<file path="src/rtl/cle_pkg.sv">
// Shared types and constants for the CLE object statistics block.
// The image geometry, field widths, record layout and FSM encoding all live here.
package cle_pkg;

  localparam int IMG_W   = 32;
  localparam int ADDR_W  = 10;
  localparam int LABEL_W = 8;
  localparam int AREA_W  = 11;
  localparam int COORD_W = 5;
  localparam int CNT_W   = 4;

  localparam logic [ADDR_W-1:0] ADDR_LAST = ADDR_W'(IMG_W * IMG_W - 1);

  typedef struct packed {
    logic [LABEL_W-1:0] label;
    logic [AREA_W-1:0]  area;
    logic [COORD_W-1:0] rmin;
    logic [COORD_W-1:0] rmax;
    logic [COORD_W-1:0] cmin;
    logic [COORD_W-1:0] cmax;
  } obj_rec_t;

  typedef enum logic [2:0] {
    ST_IDLE,
    ST_SCAN,
    ST_DRAIN,
    ST_OUT,
    ST_FIN
  } state_e;

endpackage

</file>
<file path="src/rtl/cle_obj_table.sv">
// Object table: parallel label match, raster-order allocation, area and bounding-box update,
// plus an indexed combinational read port used while streaming records out.
module cle_obj_table
  import cle_pkg::*;
#(
  parameter int MAX_OBJ = 8,
  parameter int IDX_W   = $clog2(MAX_OBJ)
) (
  input  logic               clk,
  input  logic               rst_n,
  input  logic               clr_i,
  input  logic               upd_en_i,
  input  logic [LABEL_W-1:0] upd_label_i,
  input  logic [COORD_W-1:0] upd_row_i,
  input  logic [COORD_W-1:0] upd_col_i,
  input  logic [IDX_W-1:0]   rd_idx_i,
  output obj_rec_t           rd_rec_o,
  output logic [CNT_W-1:0]   count_o,
  output logic               overflow_o
);

  obj_rec_t             ent_q [MAX_OBJ];
  logic [MAX_OBJ-1:0]   hit_vec;
  logic [CNT_W-1:0]     cnt_q;
  logic                 ovf_q;
  logic                 active;
  logic                 any_hit;
  logic                 full;
  logic                 alloc;

  assign active  = upd_en_i && (upd_label_i != '0);
  assign any_hit = |hit_vec;
  assign full    = (cnt_q == CNT_W'(MAX_OBJ));
  assign alloc   = active && !any_hit && !full;

  // Entries below cnt_q are the valid ones, so no separate valid bits are kept.
  for (genvar gi = 0; gi < MAX_OBJ; gi++) begin : g_ent
    assign hit_vec[gi] = (CNT_W'(gi) < cnt_q) && (ent_q[gi].label == upd_label_i);

    always_ff @(posedge clk or negedge rst_n) begin
      if (!rst_n) begin
        ent_q[gi] <= '0;
      end else if (clr_i) begin
        ent_q[gi] <= '0;
      end else if (active && hit_vec[gi]) begin
        ent_q[gi].area <= ent_q[gi].area + AREA_W'(1);
        ent_q[gi].rmin <= (upd_row_i < ent_q[gi].rmin) ? upd_row_i : ent_q[gi].rmin;
        ent_q[gi].rmax <= (upd_row_i > ent_q[gi].rmax) ? upd_row_i : ent_q[gi].rmax;
        ent_q[gi].cmin <= (upd_col_i < ent_q[gi].cmin) ? upd_col_i : ent_q[gi].cmin;
        ent_q[gi].cmax <= (upd_col_i > ent_q[gi].cmax) ? upd_col_i : ent_q[gi].cmax;
      end else if (alloc && (cnt_q == CNT_W'(gi))) begin
        ent_q[gi] <= '{label: upd_label_i, area: AREA_W'(1),
                       rmin: upd_row_i, rmax: upd_row_i,
                       cmin: upd_col_i, cmax: upd_col_i};
      end
    end
  end

  always_ff @(posedge clk or negedge rst_n) begin
    if (!rst_n) begin
      cnt_q <= '0;
      ovf_q <= 1'b0;
    end else if (clr_i) begin
      cnt_q <= '0;
      ovf_q <= 1'b0;
    end else if (alloc) begin
      cnt_q <= cnt_q + CNT_W'(1);
    end else if (active && !any_hit && full) begin
      ovf_q <= 1'b1;
    end
  end

  assign rd_rec_o   = ent_q[rd_idx_i];
  assign count_o    = cnt_q;
  assign overflow_o = ovf_q;

endmodule

</file>
<file path="src/rtl/cle_obj_stat.sv">
// Scans the labeled image after CLE finishes and streams one area/bounding-box record
// per distinct label over valid/ready. Scan FSM, read pipeline and output registers live here.
module cle_obj_stat
  import cle_pkg::*;
#(
  parameter int MAX_OBJ = 8
) (
  input  logic               clk,
  input  logic               reset,
  input  logic               start,
  input  logic [LABEL_W-1:0] sram_q,
  output logic [ADDR_W-1:0]  sram_a,
  output logic               sram_wen,
  output logic               busy,
  output logic               obj_valid,
  input  logic               obj_ready,
  output logic [LABEL_W-1:0] obj_label,
  output logic [AREA_W-1:0]  obj_area,
  output logic [COORD_W-1:0] obj_rmin,
  output logic [COORD_W-1:0] obj_rmax,
  output logic [COORD_W-1:0] obj_cmin,
  output logic [COORD_W-1:0] obj_cmax,
  output logic               obj_last,
  output logic [CNT_W-1:0]   obj_count,
  output logic               overflow,
  output logic               done
);

  localparam int IDX_W = $clog2(MAX_OBJ);

  state_e             state_q, state_d;
  logic [ADDR_W-1:0]  addr_q, addr_d;
  logic [ADDR_W-1:0]  pipe_a_q, pipe_a_d;
  logic               pipe_v_q, pipe_v_d;
  logic               busy_q, busy_d;
  logic               done_q, done_d;
  logic               valid_q, valid_d;
  logic               last_q, last_d;
  logic [CNT_W-1:0]   idx_q, idx_d;
  obj_rec_t           rec_q, rec_d;
  logic               tbl_clr;
  obj_rec_t           tbl_rec;
  logic [CNT_W-1:0]   tbl_cnt;
  logic               tbl_ovf;

  cle_obj_table #(.MAX_OBJ(MAX_OBJ), .IDX_W(IDX_W)) u_table (
    .clk        (clk),
    .rst_n      (reset),
    .clr_i      (tbl_clr),
    .upd_en_i   (pipe_v_q),
    .upd_label_i(sram_q),
    .upd_row_i  (pipe_a_q[ADDR_W-1 -: COORD_W]),
    .upd_col_i  (pipe_a_q[COORD_W-1:0]),
    .rd_idx_i   (idx_q[IDX_W-1:0]),
    .rd_rec_o   (tbl_rec),
    .count_o    (tbl_cnt),
    .overflow_o (tbl_ovf)
  );

  always_comb begin
    state_d  = state_q;
    addr_d   = addr_q;
    busy_d   = busy_q;
    done_d   = 1'b0;
    valid_d  = valid_q;
    last_d   = last_q;
    idx_d    = idx_q;
    rec_d    = rec_q;
    tbl_clr  = 1'b0;
    // The address travels with the read so row/col line up with sram_q a cycle later.
    pipe_v_d = (state_q == ST_SCAN);
    pipe_a_d = addr_q;
    unique case (state_q)
      ST_IDLE: begin
        if (start) begin
          state_d = ST_SCAN;
          addr_d  = '0;
          busy_d  = 1'b1;
          idx_d   = '0;
          tbl_clr = 1'b1;
        end
      end
      ST_SCAN: begin
        if (addr_q == ADDR_LAST) state_d = ST_DRAIN;
        else                     addr_d  = addr_q + ADDR_W'(1);
      end
      ST_DRAIN: state_d = ST_OUT;
      ST_OUT: begin
        if (!valid_q || obj_ready) begin
          if ((valid_q && last_q) || (!valid_q && tbl_cnt == '0)) begin
            valid_d = 1'b0;
            last_d  = 1'b0;
            state_d = ST_FIN;
          end else begin
            rec_d   = tbl_rec;
            valid_d = 1'b1;
            last_d  = ((idx_q + CNT_W'(1)) == tbl_cnt);
            idx_d   = idx_q + CNT_W'(1);
          end
        end
      end
      ST_FIN: begin
        done_d  = 1'b1;
        busy_d  = 1'b0;
        state_d = ST_IDLE;
      end
      default: state_d = ST_IDLE;
    endcase
  end

  always_ff @(posedge clk or negedge reset) begin
    if (!reset) begin
      state_q  <= ST_IDLE;
      addr_q   <= '0;
      pipe_a_q <= '0;
      pipe_v_q <= 1'b0;
      busy_q   <= 1'b0;
      done_q   <= 1'b0;
      valid_q  <= 1'b0;
      last_q   <= 1'b0;
      idx_q    <= '0;
      rec_q    <= '0;
    end else begin
      state_q  <= state_d;
      addr_q   <= addr_d;
      pipe_a_q <= pipe_a_d;
      pipe_v_q <= pipe_v_d;
      busy_q   <= busy_d;
      done_q   <= done_d;
      valid_q  <= valid_d;
      last_q   <= last_d;
      idx_q    <= idx_d;
      rec_q    <= rec_d;
    end
  end

  assign sram_a    = addr_q;
  assign sram_wen  = 1'b1;
  assign busy      = busy_q;
  assign done      = done_q;
  assign obj_valid = valid_q;
  assign obj_last  = last_q;
  assign obj_label = rec_q.label;
  assign obj_area  = rec_q.area;
  assign obj_rmin  = rec_q.rmin;
  assign obj_rmax  = rec_q.rmax;
  assign obj_cmin  = rec_q.cmin;
  assign obj_cmax  = rec_q.cmax;
  assign obj_count = tbl_cnt;
  assign overflow  = tbl_ovf;

endmodule
</file>
<file path="config.mk">
export PLATFORM = sky130hd
export DESIGN_NAME = cle_obj_stat
export DESIGN_NICKNAME = d
export VERILOG_FILES = /design/src/rtl/cle_pkg.sv /design/src/rtl/cle_obj_table.sv /design/src/rtl/cle_obj_stat.sv
export SDC_FILE = /design/constraint.sdc
export NUM_CORES = 1
export LEC_CHECK = 0
export CORE_ASPECT_RATIO = 2
export CORE_MARGIN = 4
export CORE_UTILIZATION = 40
export CTS_BUF_LIST = sky130_fd_sc_hd__clkbuf_2
export DETAILED_ROUTE_END_ITERATION = 10
export PLACE_DENSITY = 0.64
export SLEW_MARGIN = 20
export SYNTH_ARGS = -nofsm -noshare
export SYNTH_HDL_FRONTEND = slang
export SYNTH_SLANG_ARGS = --single-unit
</file>
<file path="constraint.sdc">
create_clock -name clk -period 6.95 [get_ports clk]
set_input_delay 1.39 -clock clk [delete_from_list [all_inputs] [get_ports clk]]
set_output_delay 1.39 -clock clk [all_outputs]
set_load 0.005 [all_outputs]
</file>
==> out/metrics.cfg, run 1 <==
[outcome]
outcome=finished clean

[synth]
synth_ff_type=dfrtp_1
yosysUniqueCellTypes=74
syn_area_per_cell_um2=10.6
netlist_area_um2=23200
synthArstFlopShare_pct=100
yosysWarnings=0
synth-seq-cells=388
synth_area_leaders=dfrtp_1, ha_1, mux4_2
synth_nets=2365
ys_seq_area_share_pct=41.8
synth_top_area_cell=dfrtp_1
netlist.area_leader.share_pct=41.8
synth-edff-count=0
postSynthCellCount=2195

[grt]
grt_pass1_vias=19000
gr-total-overflow=0
use_met1_pct=24.4
antenna_found_initial=1
grt_util_met3_pct=3.30
grt_use_met2_pct=41.0
grt_max_degree=134
top_usage_layer=met2
grt_pass1_wl_um=109000
grt_use_total_pct=22.9

[clock_network]
numCtsBuffers=87
clock_path_buffers=3
clkSlewWorstSetupHoldPaths_ns=0.13
clock_sinks=388
post_cts_buffers=0
cts_resized=0
holdBufCountCts=0
clk_latency_ns=1.08
clock-root-buffer=clkbuf_2
cts_tree=yes
h-tree-depth=3

[placed_design]
place_area_um2=24600
place_inst=2933
portBuffers=69
place_hpwl_um=50800
gp_congestion=0.921

[final_layout]
fin_cells=3088
drive_above_1_share_pct=18.7
syn2layout_area_growth_pct=9.51
fin_nets=2437
postLayoutCoreUtil_pct=44.3
mostFrequentLayoutCells=dfrtp_1, inv_1, ha_1, mux2_2, o21ai_0
design_area_um2=25500
layout_commonest_cell=dfrtp_1

[floorplanning]
die_y_um=349
die_area_um2=62300
rows=124
ios=71
start_util_pct=40.5
fp.dieW_um=178
core_um2=57400

[routing]
wl_um=71200
dr.first_iter.drc_count=1162
vias=17900
detail_route.first_pass.iterations=5
antenna_left=0
drc=0
post_drt_via_cell_ratio=5.81
wl_per_cell_um=23.1

[sta]
fmax_mhz=220
relSlewSlack_pct=18.3
fin_crit_ns=4.54
fin_skew_ns=0.101
tns_ns=0
rsz0062_at_grt=false
setup_violations=0
hold_ws_ns=0.147
fin_crit_sh_pct=65.3
max_slew.worst_pin.slew_ns=1.22
hold_violations=0
slew_viol_final=0

[worst_setup_path]
r2r_cells=9
worstSetupStartpointType=input pin
path_max_fanout=16
timing.critical_path.required_ns=7.87
worstPathArrival_ns=5.47
reg2reg_slack_ns=2.87
endpoint_kind=flop
worstSetupPathType=in -> reg
worstReg2RegStart=u_table.count_o[0]
r2r_end=u_table.ent_q[45]

[power]
power_density_nw_per_um2=316
ir_drop_v=0.000166
power.leakage_nw=11.4

[worst_hold_path]
hp-class=in -> async

[job]
cap_viol_max_count=0

==> kinds of logic (layout without fill, tap and decap cells) <==
family                     after synthesis  count (layout)  share of synthesized area (%)
DFF                                    388             388                           41.8
AOI/OAI and AO/OA                      413             413                           10.8
other                                    1               2                         0.0161
muxes                                  314             314                           18.7
xor gates and xnor gates                77              77                           2.90
adders and majority gates              158             158                           8.50
and+or+nand+nor                        568             568                           12.4
buffers and inverters                  276             412                           4.86
==> final cells by class <==
| cell class | count | area (um2) |
|---|---|---|
| clock inverter | 19 | 104 |
| timing repair buffer | 100 | 973 |
| inverter | 159 | 597 |
| clock buffer | 134 | 671 |
| fill | 5530 | 32000 |
| multi-input combinational | 1531 | 12400 |
| sequential | 388 | 9720 |
| tap | 756 | 946 |
| antenna | 1 | 2.50 |
==> worst max-delay path: stages <==
cell and delay [ns]:
clkdlybuf4s50_1 1.02, or4_4 0.27, o21ai_2 0.17, a31oi_1 0.26
nand4_1 0.38, nor3_2 1.09, o22ai_1 0.48, mux2_2 0.39
==> state kept, by name, indices dropped and copies added (netlist names), 3 cells and up <==
signal	cells
u_table.ent_q	312
pipe_a_q	10
idx_q	4
obj_rmin	5
obj_cmax	5
u_table.count_o	4
obj_label	8
state_q	3
sram_a	10
obj_area	11
obj_cmin	5
obj_rmax	5
==> Yosys cell counts, types with 4 or more instances <==
master / n
a211o_1: 6
a211oi_1: 5
a21boi_0: 9
a21o_1: 24
a21oi_1: 94
a22oi_1: 4
a31oi_1: 42
a41oi_1: 4
and2_0: 8
and3_1: 53
and4_1: 5
buf_1: 16
buf_2: 15
buf_4: 10
buf_6: 5
clkbuf_1: 71
dfrtp_1: 388
ha_1: 158
inv_1: 159
mux2_1: 4
mux2_2: 152
mux2_4: 5
mux2i_1: 75
mux4_2: 78
nand2_1: 130
nand2b_1: 33
nand3_1: 75
nand3b_1: 22
nand4_1: 14
nor2_1: 123
nor2b_1: 23
nor3_1: 24
nor4_1: 5
o21a_1: 33
o21ai_0: 141
o21bai_1: 4
o22ai_1: 14
or2_2: 8
or3_1: 26
xnor2_1: 34
xor2_1: 43
==> metrics by stage <==
step	total power, mW	setup slack [ns]
after floorplan	5.38	3.17
after global placement	6.47	1.51
after global routing	8.56	2.40
after CTS	8.12	2.58
final	8.05	2.41
after detailed placement	6.61	1.45
==> report_power, final <==
group	total [mW]	internal, mW	switching [mW]	leakage (nW)
registers	3.32	2.68	0.644	5.29
logic	3.24	1.51	1.73	5.48
clock network	1.49	0.541	0.946	0.602
==> how the worst max path moves through the flow <==
stage,start,end,depth (start not counted)
after floorplan,sram_q[1],u_table.ent_q[200],11
after global placement,sram_q[1],u_table.ent_q[47],8
after detailed placement,sram_q[1],u_table.ent_q[49],8
after CTS,sram_q[2],u_table.ent_q[67],9
after global routing,sram_q[1],u_table.ent_q[67],9
final,sram_q[1],u_table.ent_q[45],8
==> routing by layer <==
layer	vias up	part of all wire, %	routed length, um
met2	634	52	36900
met5	-	0	0
li1	8054	-	-
met4	0	8.1	5780
met3	251	4.6	3290
met1	9006	35	25200
Power figures use the tool's default switching activity.
==> inputs of run 2 (changes only) <==
clock period = 4.6 ns   (was 6.95 ns; I/O delays follow)
==> out/metrics.cfg, run 2 (same netlist as run 1, synthesis figures left out) <==
[sta]
tns_ns=0  ; unchanged
hold_ws_ns=0.452  ; +0.304 ns
fin_crit_sh_pct=81.3
rsz0062_at_grt=false
fmax_mhz=267
slew_viol_final=0  ; unchanged
max_slew.worst_pin.slew_ns=1.01  ; -0.211 ns
fin_skew_ns=0.124  ; +0.0229 ns
setup_violations=0  ; unchanged
hold_violations=0  ; unchanged
relSlewSlack_pct=32.9  ; +15 points
fin_crit_ns=3.74

[worst_setup_path]
r2r_cells=10  ; +1
timing.critical_path.required_ns=5.52  ; -2.35 ns
worstSetupStartpointType=flop
worstSetupPathType=reg -> reg
path_max_fanout=12  ; -4
worstPathArrival_ns=4.66  ; -0.81 ns
endpoint_kind=flop
worstReg2RegStart=u_table.count_o[1]
r2r_end=u_table.ent_q[167]
reg2reg_slack_ns=0.86  ; -2.01 ns

[placed_design]
portBuffers=69  ; unchanged
place_area_um2=25000  ; +1.5%
gp_congestion=0.922  ; +0.13%
place_hpwl_um=51700  ; +1.8%
place_inst=2978  ; +1.5%

[final_layout]
syn2layout_area_growth_pct=10.9
top_register=u_table.ent_q
fin_cells=3128  ; +1.3%
fin_nets=2480  ; +1.8%
largest_reg_flops=312  ; unchanged
postLayoutCoreUtil_pct=44.9  ; +0.58 points
mostFrequentLayoutCells=dfrtp_1, inv_1, ha_1, mux2_2, o21ai_0
layout_commonest_cell=dfrtp_1
drive_above_1_share_pct=19.8  ; +1.0 points
design_area_um2=25800  ; +1.3%

[power]
power_density_nw_per_um2=475  ; +50%
comb_power_share_pct=41.3  ; +1.1 points
ir_drop_v=0.000200  ; +20%
switchingPower_mw=5.09  ; +53%
p_int_mw=7.15  ; +51%
clkPwrFrac_pct=17.9  ; -0.6 points
power.leakage_nw=11.6  ; +1.6%
pwr-share-seq_pct=40.8  ; -0.5 points
swShare_pct=41.5  ; +0.27 points

[grt]
grt_pass1_vias=19600  ; +2.8%
antenna_found_initial=1  ; unchanged
grt_max_degree=96  ; -28%
gr-total-overflow=0  ; unchanged
grt_pass1_wl_um=111000  ; +1.1%
grt_use_total_pct=23.1  ; +0.21 points

[clock_network]
clk_latency_ns=1.11  ; +0.03 ns
numCtsBuffers=85  ; -2.3%
cts_resized=0  ; unchanged
clkSlewWorstSetupHoldPaths_ns=0.14  ; about the same
cts_tree=yes
clock-root-buffer=clkbuf_2
h-tree-depth=3  ; unchanged
clock_path_buffers=3  ; unchanged
clock_sinks=388  ; unchanged

[floorplanning]
rows=124  ; unchanged
core_um2=57400  ; unchanged
start_util_pct=40.5  ; unchanged
ios=71  ; unchanged
fp.dieW_um=178  ; unchanged
die_area_um2=62300  ; unchanged
die_y_um=349  ; unchanged

[worst_hold_path]
hp-class=in -> async

[routing]
wl_um=71200  ; about the same
drc=0  ; unchanged
vias=18200  ; +1.2%
post_drt_via_cell_ratio=5.80  ; -0.13%
wl_per_cell_um=22.8  ; -1.3%
antenna_left=0  ; unchanged
detail_route.first_pass.iterations=5  ; unchanged
dr.first_iter.drc_count=1181  ; +1.6%

[job]
cap_viol_max_count=0  ; unchanged

[outcome]
outcome=finished clean

-- run 2: cell types whose count changed in the layout (fill, tap and decap cells not counted), moves of 2 or more --
cell      change
buf_4        +41
clkbuf_2     -19
clkinv_1      +6
buf_12        +4
clkinv_2      +4
inv_2         +2
-- run 2: cell type report --
cell class | count | area (um2)
Clock buffer | 115 | 576
Sequential cell | 388 | 9720
Multi-Input combinational cell | 1531 | 12400
Timing Repair Buffer | 145 | 1340
Fill cell | 5505 | 31600
Inverter | 159 | 597
Antenna cell | 1 | 2.50
Clock inverter | 33 | 170
Tap cell | 756 | 946
-- run 2: worst max-delay path: stages (launching register included) --
cell,delay (ns)
dfrtp_1,0.71
inv_1,0.15
ha_1,0.29
nor2b_1,0.18
o211ai_1,0.10
or4_1,0.50
and4_4,0.25
a31oi_1,0.61
buf_4,0.35
nor2_1,0.15
mux2_2,0.30
-- run 2: worst max path at each step --
| stage | start | slack (ns) | cells past startpoint | endpoint |
|---|---|---|---|---|
| 2_1_floorplan | sram_q[1] | 1.29 | 11 | u_table.ent_q[200] |
| 3_3_place_gp | sram_q[4] | 0.12 | 10 | u_table.ent_q[169] |
| 3_5_place_dp | sram_q[2] | 0.06 | 10 | u_table.ent_q[167] |
| 4_1_cts | u_table.count_o[0] | 0.93 | 10 | u_table.ent_q[246] |
| 5_1_grt | u_table.count_o[0] | 0.75 | 10 | u_table.ent_q[246] |
| 6_report | u_table.count_o[1] | 0.86 | 10 | u_table.ent_q[167] |
-- run 2: what timing repair did --
action                                 CTS  global route
endpoints found under the hold margin   90             0
buffers inserted                         0             0
hold buffers                             1             0
setup endpoints to repair                0             0
-- run 2: routing by layer --
metal	track usage [%]	routed length, um	up-vias	share of wire, %
met2	41.1	37300	633	52
met5	0	0	-	0
met3	3.62	3260	286	4.6
li1	-	-	8145	-
met4	16.9	5750	0	8.1
met1	24.3	25000	9090	35
-- run 2: metrics by stage --
stage          power (mW)  setup WS, ns
3_5_place_dp         10.1        0.0605
3_3_place_gp         9.89         0.120
2_1_floorplan        8.13          1.29
4_1_cts              12.3         0.930
6_report             12.2         0.859
5_1_grt              13.0         0.753
-- run 2: power groups by stage --
stage	Clock, mW	Sequential, mW	Combinational (mW)
floorplan	0	4.55	3.57
global route	2.41	5.08	5.51
finish	2.19	5.00	5.05
global placement	0	5.03	4.86
detailed placement	0	5.06	5.04
CTS	2.27	4.99	5.06
==> inputs of run 3 (changes only) <==
clock period = 3.5 ns   (was 4.6 ns; I/O delays follow)
==> out/metrics.cfg, run 3 (same netlist as run 1, synthesis figures left out) <==
[outcome]
outcome=finished clean

[sta]
fin_crit_ns=3.29  ; -0.456 ns
fin_crit_sh_pct=93.9  ; +13 points
setup_violations=0  ; unchanged
max_slew.worst_pin.slew_ns=1.05  ; +0.0477 ns
hold_violations=0  ; unchanged
relSlewSlack_pct=29.7  ; -3.2 points
rsz0062_at_grt=false
fmax_mhz=304  ; +14%
tns_ns=0  ; unchanged
fin_skew_ns=0.0972  ; -0.0266 ns
slew_viol_final=0  ; unchanged
hold_ws_ns=0.273  ; -0.179 ns

[power]
swShare_pct=40.6  ; -0.91 points
switchingPower_mw=6.81  ; +34%
clkPwrFrac_pct=17.7  ; -0.2 points
ir_drop_v=0.000258  ; +29%
power.leakage_nw=12.2  ; +5.6%
power_density_nw_per_um2=625  ; +32%
comb_power_share_pct=43.4  ; +2.1 points
pwr-share-seq_pct=38.9  ; -1.9 points
p_int_mw=9.95  ; +39%

[final_layout]
largest_reg_flops=312  ; unchanged
syn2layout_area_growth_pct=15.4
top_register=u_table.ent_q
drive_above_1_share_pct=23.6  ; +3.9 points
layout_commonest_cell=dfrtp_1
fin_nets=2591  ; +4.5%
mostFrequentLayoutCells=dfrtp_1, buf_4, inv_1, ha_1, mux2_2

[floorplanning]
die_y_um=349  ; unchanged
die_area_um2=62300  ; unchanged
start_util_pct=40.5  ; unchanged
core_um2=57400  ; unchanged
rows=124  ; unchanged
fp.dieW_um=178  ; unchanged
ios=71  ; unchanged

[clock_network]
post_cts_buffers=0  ; unchanged
clock_path_buffers=3  ; unchanged
clkSlewWorstSetupHoldPaths_ns=0.16  ; +0.02 ns
clock-root-buffer=clkbuf_2
holdBufCountCts=1  ; unchanged
h-tree-depth=3  ; unchanged
clk_latency_ns=1.09  ; -0.02 ns
cts_resized=0  ; unchanged
clock_sinks=388  ; unchanged
numCtsBuffers=87  ; +2.4%
cts_tree=yes

[routing]
drc=0  ; unchanged
dr.first_iter.drc_count=979  ; -17%
wl_um=72800  ; +2.2%
post_drt_via_cell_ratio=5.69  ; -2.0%
detail_route.first_pass.iterations=5  ; unchanged
vias=18500  ; +1.7%
wl_per_cell_um=22.4  ; -1.5%
antenna_left=0  ; unchanged

[worst_setup_path]
worstSetupPathType=reg -> reg
path_cells=inv_1, ha_1, nor2b_1, o211ai_1, or4_1, nand4_1, nor3_2, buf_4, o22ai_1, mux2_2
timing.critical_path.required_ns=4.44  ; -1.08 ns
path_buf_inv=2  ; unchanged
critPathTopFamily=simple AND/OR/NAND/NOR gates
crit_slowest_cell=dfrtp_1
worstSetupStartpointType=flop
worstPathArrival_ns=4.23  ; -0.43 ns
cpPeakStageDelay_ns=0.56  ; -0.15 ns
endpoint_kind=flop
path_max_fanout=7  ; -5

[grt]
gr-total-overflow=0  ; unchanged
grt_max_degree=86  ; -10%
antenna_found_initial=2  ; +1
grt_pass1_wl_um=113000  ; +1.9%
grt_use_total_pct=23.5  ; +0.43 points
grt_pass1_vias=19900  ; +1.6%

[placed_design]
gp_congestion=0.964  ; +4.5%
place_hpwl_um=54300  ; +4.9%
portBuffers=69  ; unchanged

[worst_hold_path]
hp-class=in -> async

[job]
cap_viol_max_count=0  ; unchanged

## run 3: worst paths after layout
check                                    from                  to  slack, ns  cells past startpoint
setup / recovery           u_table.count_o[0]  u_table.ent_q[250]       0.21                     10
hold / removal                          reset   u_table.ent_q[98]       0.27                      2
setup reg to reg           u_table.count_o[0]  u_table.ent_q[250]       0.21                     10
hold reg to reg                     sram_a[9]         pipe_a_q[9]       0.48                      0
max in group asynchronous               reset    u_table.ent_q[4]       2.26                      4
min in group clk                    obj_ready           obj_valid       0.35                      4
## run 3: per-layer routing
metal,vias up,track usage [%],routed length [um]
li1,8374,-,-
met1,9226,24.1,25300
met2,590,42.7,38300
met3,267,3.95,3340
met4,0,16.6,5890
met5,-,0,0
## run 3: area by class of cell
cell class              count  area (um2)
inverters                 159         597
diodes                      3        7.51
well taps                 756         946
flip-flops and latches    388        9720
clock inverters            20         103
clock buffers             135         676
fillers                  5479       30600
multi-input cells        1531       12400
repair buffers            254        2350
## run 3: per-stage QoR
stage               instances  area [um2]  worst slack (ns)  power [mW]  util [%]
floorplan                2195       23200             0.406        10.7         -
global placement         3087       26000            -0.313        13.6      45.3
detailed placement       3087       26000            -0.337        13.9      45.3
CTS                      3243       26800             0.253        16.9      46.7
global route             3245       26800           0.00347        17.8      46.7
finish                   3246       26800             0.214        16.8      46.7
## run 3: power groups by stage
stage          clock (mW)  sequential (mW)  combinational (mW)
2_1_floorplan           0             5.99                4.69
3_3_place_gp            0             6.55                7.04
3_5_place_dp            0             6.59                7.27
4_1_cts              3.06             6.50                7.30
5_1_grt              3.28             6.60                7.89
6_report             2.97             6.52                7.27
